### config.mk
export PLATFORM = sky130hd
export DESIGN_NAME = dma_w_burst_ctrl
export DESIGN_NICKNAME = d
export VERILOG_FILES = /design/src/rtl/dma_w_burst_ctrl.sv
export SDC_FILE = /design/constraint.sdc
export NUM_CORES = 1
export LEC_CHECK = 0
export CAP_MARGIN = 20
export CORE_MARGIN = 10
export CORE_UTILIZATION = 40
export DETAILED_ROUTE_END_ITERATION = 10
export PLACE_DENSITY = 0.74
export SLEW_MARGIN = 20
export SYNTH_ARGS = -nofsm -noshare
export SYNTH_HDL_FRONTEND = slang
export SYNTH_SLANG_ARGS = --single-unit
### constraint.sdc
create_clock -name clk -period 9.9 [get_ports clk]
set_input_delay 1.98 -clock clk [delete_from_list [all_inputs] [get_ports clk]]
set_output_delay 1.98 -clock clk [all_outputs]
set_load 0.03 [all_outputs]
### src/rtl/dma_w_burst_ctrl.sv
// dma_w_burst_ctrl: splits one write job into AXI bursts for the DMA write engine.
// Each burst is at most MAX_BURST beats and never crosses a 4 KB boundary.
// For every burst the controller programs the engine, forwards the data beats,
// and collects the write response.
// Optional build macro DMA_W_BURST_CTRL_STOP_ON_ERR_EN: when defined, the first
// error response ends the job early.
//
// state     | meaning
// ----------+-----------------------------------------------------------
// IDLE      | no job; cfg_* sampled on cfg_start
// CALC      | size next burst, register eng_addr / eng_dma_len
// WAIT_ENG  | wait for engine idle before presenting the burst
// STREAM    | forward source beats to the engine
// WAIT_RESP | wait for burst response, advance address / remaining count
module dma_w_burst_ctrl #(
  parameter int ADDR_W    = 32,
  parameter int DATA_W    = 32,
  parameter int LEN_W     = 8,
  parameter int TOTAL_W   = 16,
  parameter int MAX_BURST = 16
) (
  input  logic                clk,
  input  logic                rst,
  input  logic                cfg_start,
  input  logic [ADDR_W-1:0]   cfg_addr,
  input  logic [TOTAL_W-1:0]  cfg_words,
  output logic                busy,
  output logic                done,
  output logic                err,
  input  logic                s_valid,
  output logic                s_ready,
  input  logic [DATA_W-1:0]   s_data,
  input  logic [DATA_W/8-1:0] s_strb,
  output logic                eng_valid,
  input  logic                eng_ready,
  output logic [ADDR_W-1:0]   eng_addr,
  output logic [LEN_W-1:0]    eng_dma_len,
  output logic [DATA_W-1:0]   eng_wdata,
  output logic [DATA_W/8-1:0] eng_wstrb,
  input  logic                eng_dma_ready,
  input  logic                eng_error
);

  localparam int BYTES = DATA_W / 8;
  localparam int BSH   = $clog2(BYTES);
  localparam int BW    = LEN_W + 1;
  // Wide enough for both the job count and the 4 KB room (up to 4096).
  localparam int CW    = (TOTAL_W > 13) ? TOTAL_W : 13;

  localparam logic [2:0] S_IDLE      = 3'd0;
  localparam logic [2:0] S_CALC      = 3'd1;
  localparam logic [2:0] S_WAIT_ENG  = 3'd2;
  localparam logic [2:0] S_STREAM    = 3'd3;
  localparam logic [2:0] S_WAIT_RESP = 3'd4;

  logic [2:0]         r_state;
  logic [ADDR_W-1:0]  r_cur_addr;
  logic [TOTAL_W-1:0] r_remaining;
  logic [BW-1:0]      r_beats;
  logic [BW-1:0]      r_beat_cnt;
  logic               r_busy;
  logic               r_done;
  logic               r_err;
  logic [ADDR_W-1:0]  r_eng_addr;
  logic [LEN_W-1:0]   r_eng_len;

  logic [12:0]        w_room;
  logic [CW-1:0]      w_min;
  logic [BW-1:0]      w_beats;
  logic               w_xfer;
  logic               w_last;
  logic [TOTAL_W-1:0] w_rem_next;
  logic [ADDR_W-1:0]  w_addr_next;
  logic               w_finish;

  // Beats that fit before the next 4 KB boundary (cur_addr is beat aligned, so >= 1).
  assign w_room = (13'd4096 - {1'b0, r_cur_addr[11:0]}) >> BSH;

  // Burst size = min(remaining, MAX_BURST, room to 4 KB boundary).
  always_comb begin
    w_min = CW'(r_remaining);
    if (CW'(MAX_BURST) < w_min) w_min = CW'(MAX_BURST);
    if (CW'(w_room) < w_min)    w_min = CW'(w_room);
    w_beats = BW'(w_min);
  end

  assign w_xfer      = (r_state == S_STREAM) && s_valid && eng_ready;
  assign w_last      = (r_beat_cnt == (r_beats - BW'(1)));
  assign w_rem_next  = r_remaining - TOTAL_W'(r_beats);
  assign w_addr_next = r_cur_addr + (ADDR_W'(r_beats) << BSH);

`ifdef DMA_W_BURST_CTRL_STOP_ON_ERR_EN
  assign w_finish = (w_rem_next == '0) || eng_error;
`else
  assign w_finish = (w_rem_next == '0);
`endif

  // Handshakes are passed straight through only while streaming a burst.
  assign eng_valid   = (r_state == S_STREAM) && s_valid;
  assign s_ready     = (r_state == S_STREAM) && eng_ready;
  assign eng_wdata   = s_data;
  assign eng_wstrb   = s_strb;
  assign eng_addr    = r_eng_addr;
  assign eng_dma_len = r_eng_len;
  assign busy        = r_busy;
  assign done        = r_done;
  assign err         = r_err;

  // Job sequencer: burst sizing, beat counting and response collection.
  always_ff @(posedge clk or posedge rst) begin
    if (rst) begin
      r_state     <= S_IDLE;
      r_cur_addr  <= '0;
      r_remaining <= '0;
      r_beats     <= '0;
      r_beat_cnt  <= '0;
      r_busy      <= 1'b0;
      r_done      <= 1'b0;
      r_err       <= 1'b0;
      r_eng_addr  <= '0;
      r_eng_len   <= '0;
    end else begin
      r_done <= 1'b0;
      case (r_state)
        S_IDLE: begin
          if (cfg_start) begin
            r_cur_addr  <= cfg_addr & ~ADDR_W'(BYTES - 1);
            r_remaining <= cfg_words;
            r_err       <= 1'b0;
            if (cfg_words == '0) begin
              // Empty job: report completion without touching the engine.
              r_done <= 1'b1;
            end else begin
              r_busy  <= 1'b1;
              r_state <= S_CALC;
            end
          end
        end
        S_CALC: begin
          r_beats    <= w_beats;
          r_eng_addr <= r_cur_addr;
          r_eng_len  <= LEN_W'(w_beats - BW'(1));
          r_beat_cnt <= '0;
          r_state    <= S_WAIT_ENG;
        end
        S_WAIT_ENG: begin
          if (eng_dma_ready) r_state <= S_STREAM;
        end
        S_STREAM: begin
          if (w_xfer) begin
            if (w_last) r_state <= S_WAIT_RESP;
            else        r_beat_cnt <= r_beat_cnt + BW'(1);
          end
        end
        S_WAIT_RESP: begin
          if (eng_dma_ready) begin
            r_err       <= r_err | eng_error;
            r_cur_addr  <= w_addr_next;
            r_remaining <= w_rem_next;
            if (w_finish) begin
              r_done  <= 1'b1;
              r_busy  <= 1'b0;
              r_state <= S_IDLE;
            end else begin
              r_state <= S_CALC;
            end
          end
        end
        default: r_state <= S_IDLE;
      endcase
    end
  end

endmodule

### After elaboration in Yosys (flattened, before gate mapping)

Index checks and enable logic that the tools add are counted.

| storage, ports and cells | value |
|---|---|
| register bits after elaboration | 112 |

| cells by class | value |
|---|---|
| $add $sub $neg | 6 |
| magnitude comparators | 2 |
| eq/ne operators | 13 |
| mux-type cells | 32 |
| bitwise gates (word level) | 1 |
| reduce and logical (&&, ||, !) cells | 12 |

Operators by type and width:

| operator | number |
|---|---|
| $mux W32 | 2 |
| $pmux W32 S2 | 1 |
| $mux W16 | 3 |
| $add A32 B11 Y32 | 1 |
| $logic_not A16 Y1 | 2 |
| $pmux W16 S2 | 1 |
| $mux W9 | 3 |
| $mux W3 | 6 |
| $pmux W9 S2 | 1 |
| $lt A11 B16 Y1 | 1 |
| $lt A5 B16 Y1 const A | 1 |
| $ne A2 B2 Y1 const B | 8 |
| $sub A16 B9 Y16 | 1 |
| $pmux W3 S5 | 1 |
| $sub A13 B12 Y13 const A | 1 |
| $mux W1 | 11 |
| $add A9 B1 Y9 const B | 1 |
| $eq A9 B9 Y1 | 1 |
| $sub A9 B1 Y9 const B | 1 |
| $sub A8 B1 Y8 const B | 1 |
| $eq A3 B2 Y1 const B | 2 |
| $pmux W1 S2 | 3 |
| $reduce_and A3 Y1 | 2 |
| $reduce_and A6 Y1 | 1 |
| other kinds (7) | 10 |

### Longest topological paths before layout

| logic depth | value |
|---|---|
| depth in word-level cells | 5 |
| mapped depth | 17 |

### Worst setup path before layout

OpenSTA, ideal clock, no wires.

| path | value |
|---|---|
| path kind | flip-flop to flip-flop |
| start point | register r_cur_addr[4] |
| end point | register r_eng_len[6], in the netlist eng_dma_len[6] |
| data arrival time | 4286 ps |
| data required time | 9774 ps |
| path slack | 5487 ps |
| cell stages (with the launch flop) | 17 |
| buffers on the path | 1 |
| clock period less this slack | 4413 ps |
| path through | dfrtp_1 or3_1 or4_1 nor2_1 xor2_1 inv_1 ha_1 nor3_1 o221ai_1 a221o_1 buf_2 a31oi_1 ha_1 or4bb_1 mux2i_1 nor3_1 a311o_1 |

| on the way | value |
|---|---|
| word-level cells in the longest chain between the ends | 4 |

RTL lines:

| what | line | RTL |
|---|---|---|
| start: declaration | 57 | `logic [ADDR_W-1:0] r_cur_addr;` |
| start signal: assignment | 127 | `r_cur_addr <= cfg_addr & ~ADDR_W'(BYTES - 1);` |
| start signal: assignment | 158 | `r_cur_addr <= w_addr_next;` |
| $sub A13 B12 Y13 * | 77 | `assign w_room = (13'd4096 - {1'b0, r_cur_addr[11:0]}) >> BSH;` |
| $lt A11 B16 Y1 | 83 | `if (CW'(w_room) < w_min) w_min = CW'(w_room);` |
| $mux W9 * | 83 |  |
| $sub A8 B1 Y8 * | 142 | `r_eng_len <= LEN_W'(w_beats - BW'(1));` |
| end signal: assignment | 142 |  |
| end: declaration | 65 | `logic [LEN_W-1:0] r_eng_len;` |

Mark *: on every way between the ends. The rest lies on a longest branch, timed or not.
A chain may end at the register's enable or synchronous reset.

### Worst setup path in the final report

Same ends and word-level chain as after synthesis.

==> flow_summary.toml <==
[clock_tree]
cts_buffers = 9
cts.hold.buffers_added = 0
htree_levels = 3
cts_num_sinks = 108
cts_root_buf = "clkbuf_16"
clk_pin_slew_ns = 0.07
insertion_delay_ns = 0.36
postCtsSetupBuffers = 0
ctsLongestPathBuffers = 2
cts_resized = 0
cts_tree = "done"

[global_route]
grt_usage = 0.173
grt_max_degree = 57
grt_busiest_layer = "met2"
antenna_found_initial = 0
grt_overflow = 0
met2_usage = 0.269
use_met1 = 0.233
grt_pass1_wl_mm = 34.8
grt_util_met3 = 0.0482
grt_pass1_vias = 6736

[worst_hold_path]
hp-start = "eng_addr[31]$_DFFE_PP0N_"
hold_depth = 2
hold_end = "eng_addr[31]$_DFFE_PP0N_"
hp-class = "reg2reg"

[cells_and_area]
final_core_util = 0.475
fin_area_um2 = 8560
final_nets = 1058
drive_gt1_frac = 0.0426
num_antenna_cells = 0
final_common_cell = "nand2_1"
area_delta_synth_final_pct = 16.0
layout_common_cells = "nand2_1, dfrtp_1, clkdlybuf4s50_1, nor2_1, o21ai_0"

[setup_path]
crit_slowest_cell = "a221o_1"
reg2reg_from = "r_cur_addr[4]$_DFFE_PP0P_"
path_buf_inv = 1
crit_chain = "or3_1 > or4_1 > nor2_1 > xor2_1 > inv_1 > ha_1 > nand4_1 > nor3_1 > a221o_1 > nor2_1 > a31oi_1 > ha_1 > or4bb_1 > mux2i_1 > nor3_1 > a311o_1"
rr_endpoint = "eng_dma_len[6]$_DFFE_PP0N_"
slowest_delay_ns = 0.78
cp.required_ns = 10.14
reg2reg_slack_ns = 4.62
path_class = "reg2reg"
cp_top_family = "simple AND/OR/NAND/NOR gates"
worst-r2r-cell-count = 16
startpoint_type = "flop"
endpoint_kind = "flop"
crit_arrival_ns = 5.52
crit_path_max_fanout = 22

[pwr]
vdd_drop_max_mv = 0.161
power.density_nw_per_um2 = 360
p_leak_nw = 3.64

[placement]
place_area_um2 = 8260
gp_congestion = 0.900
portBuffers = 95
dpl.hpwl_mm = 15.5

[logic_synthesis]
ys_seq_area_frac = 0.366
synth_edf_count = 0
synth_area_per_cell_um2 = 8.26
syn-instance-count = 893
synth-seq-cells = 108
async_reset_ff_frac = 1.00
synth.distinct_cells = 71
yosys_warnings = 0
synth_area_um2 = 7380
synth_flop_cell = "dfrtp_1"

[drt]
ant_nets = 0
vias = 6738
initialDrtViolationCount = 550
wl_per_cell_um = 18.2
vias_per_cell = 5.77
drt-total-wl_mm = 21.2
drc = 0
firstDrtPassIters = 5

[timing]
finalHoldViolCount = 0
holdWs_ns = 0.472
tns_ns = 0
setup_viol = 0
rsz0062_at_grt = "no"
clock.fmax_mhz = 189
finalCritPeriodShare = 0.534
fin_crit_ns = 5.28
tightest_slew_ns = 1.08
skew_ns = 0.0115
max-slew-margin-rel = 0.277
slew_violations = 0

[floorplanning]
die_y_um = 156
die_x_um = 156
ios = 172
rows = 49
initial_core_util = 0.409
core_um2 = 18000
dieArea_um2 = 24300

[status]
status = "completed"

[run]
drv_cap = 0
sequential cells by signal (all words and copies together) (netlist names):
register,flops
r_state,3
busy,1
err,1
eng_dma_len,8
r_beat_cnt,9
done,1
r_cur_addr,30
eng_addr,30
r_beats,9
r_remaining,16
per-stage QoR:
step | power [mW] | worst slack (ns) | cells
after global placement | 2.65 | 4.66 | 1151
after detailed placement | 2.69 | 4.65 | 1151
after floorplan | 2.17 | 5.07 | 899
after global routing | 3.34 | 4.22 | 1167
final | 3.08 | 4.62 | 1167
after CTS | 3.08 | 4.64 | 1167
cell families (layout without fill, tap and decap cells):
logic type,after synthesis,count (layout),share of synthesized area
flip-flops,108,108,0.366
XOR/XNOR,31,31,0.0368
adder cells (fa/ha/maj),34,34,0.0597
multiplexers,9,9,0.0148
buffers and inverters,112,151,0.0777
AO/OA/AOI/OAI,215,215,0.199
AND/OR/NAND/NOR,382,382,0.244
other,2,8,0.00102
cell usage after synthesis (4+ instances only):
| master | n | share of area |
|---|---|---|
| o21ai_1 | 4 | 0.0027 |
| a21o_1 | 8 | 0.0081 |
| clkbuf_1 | 26 | 0.013 |
| buf_2 | 5 | 0.0034 |
| dfrtp_1 | 108 | 0.37 |
| nor3_1 | 31 | 0.021 |
| a21oi_1 | 37 | 0.025 |
| a2bb2oi_1 | 4 | 0.0047 |
| buf_1 | 10 | 0.0051 |
| and3_1 | 17 | 0.014 |
| a221oi_1 | 6 | 0.0071 |
| and2_1 | 7 | 0.0059 |
| o21ai_0 | 47 | 0.032 |
| ha_1 | 32 | 0.054 |
| a211oi_1 | 13 | 0.013 |
| o211ai_1 | 11 | 0.011 |
| xnor2_1 | 22 | 0.026 |
| nand2_1 | 157 | 0.080 |
| inv_1 | 32 | 0.016 |
| nor2_1 | 72 | 0.037 |
| o31ai_1 | 8 | 0.0081 |
| o21a_1 | 10 | 0.010 |
| or4_1 | 8 | 0.0081 |
| o22ai_1 | 15 | 0.013 |
| xor2_1 | 9 | 0.011 |
| nand3_1 | 27 | 0.018 |
| nand2b_1 | 6 | 0.0051 |
| buf_4 | 39 | 0.040 |
| or3_1 | 14 | 0.012 |
| nand4_1 | 14 | 0.012 |
| a311oi_1 | 10 | 0.012 |
| a31oi_1 | 5 | 0.0042 |
| nor4_1 | 9 | 0.0076 |
| nor2b_1 | 7 | 0.0059 |
cell type report:
class	count	area (µm²)
Clock inverter	5	60.1
Clock buffer	11	243
Fill cell	1766	9470
Inverter	32	123
Sequential cell	108	2700
Timing Repair Buffer	103	1010
Multi-Input combinational cell	679	4130
Tap cell	229	287
power breakdown:
part	switching, mW	internal [mW]
logic	1.10	0.721
clock network	0.175	0.205
registers	0.243	0.642
total	1.52	1.57
how the worst max path moves through the flow:
stage                               from                    endpoint  cells past startpoint
4_1_cts                          s_valid                   eng_valid                      3
5_1_grt        r_cur_addr[4]$_DFFE_PP0P_  eng_dma_len[6]$_DFFE_PP0N_                     16
6_report       r_cur_addr[4]$_DFFE_PP0P_  eng_dma_len[6]$_DFFE_PP0N_                     16
2_1_floorplan                        rst            busy$_DFFE_PP0P_                      1
3_3_place_gp                   eng_ready                     s_ready                      3
3_5_place_dp                     s_valid                   eng_valid                      3
tightest hold or removal path: stages (launching register included):
cell     delay, ns
dfrtp_1       0.34
nand2_1       0.05
nand2_1       0.05
metal layers:
| metal | part of all wire | vias to the layer above |
|---|---|---|
| met3 | 0.085 | 23 |
| met1 | 0.45 | 3226 |
| met5 | 0 | - |
| met2 | 0.46 | 249 |
| li1 | - | 3240 |
| met4 | 0.012 | 0 |
No activity file was read; power rests on OpenSTA's default activity.
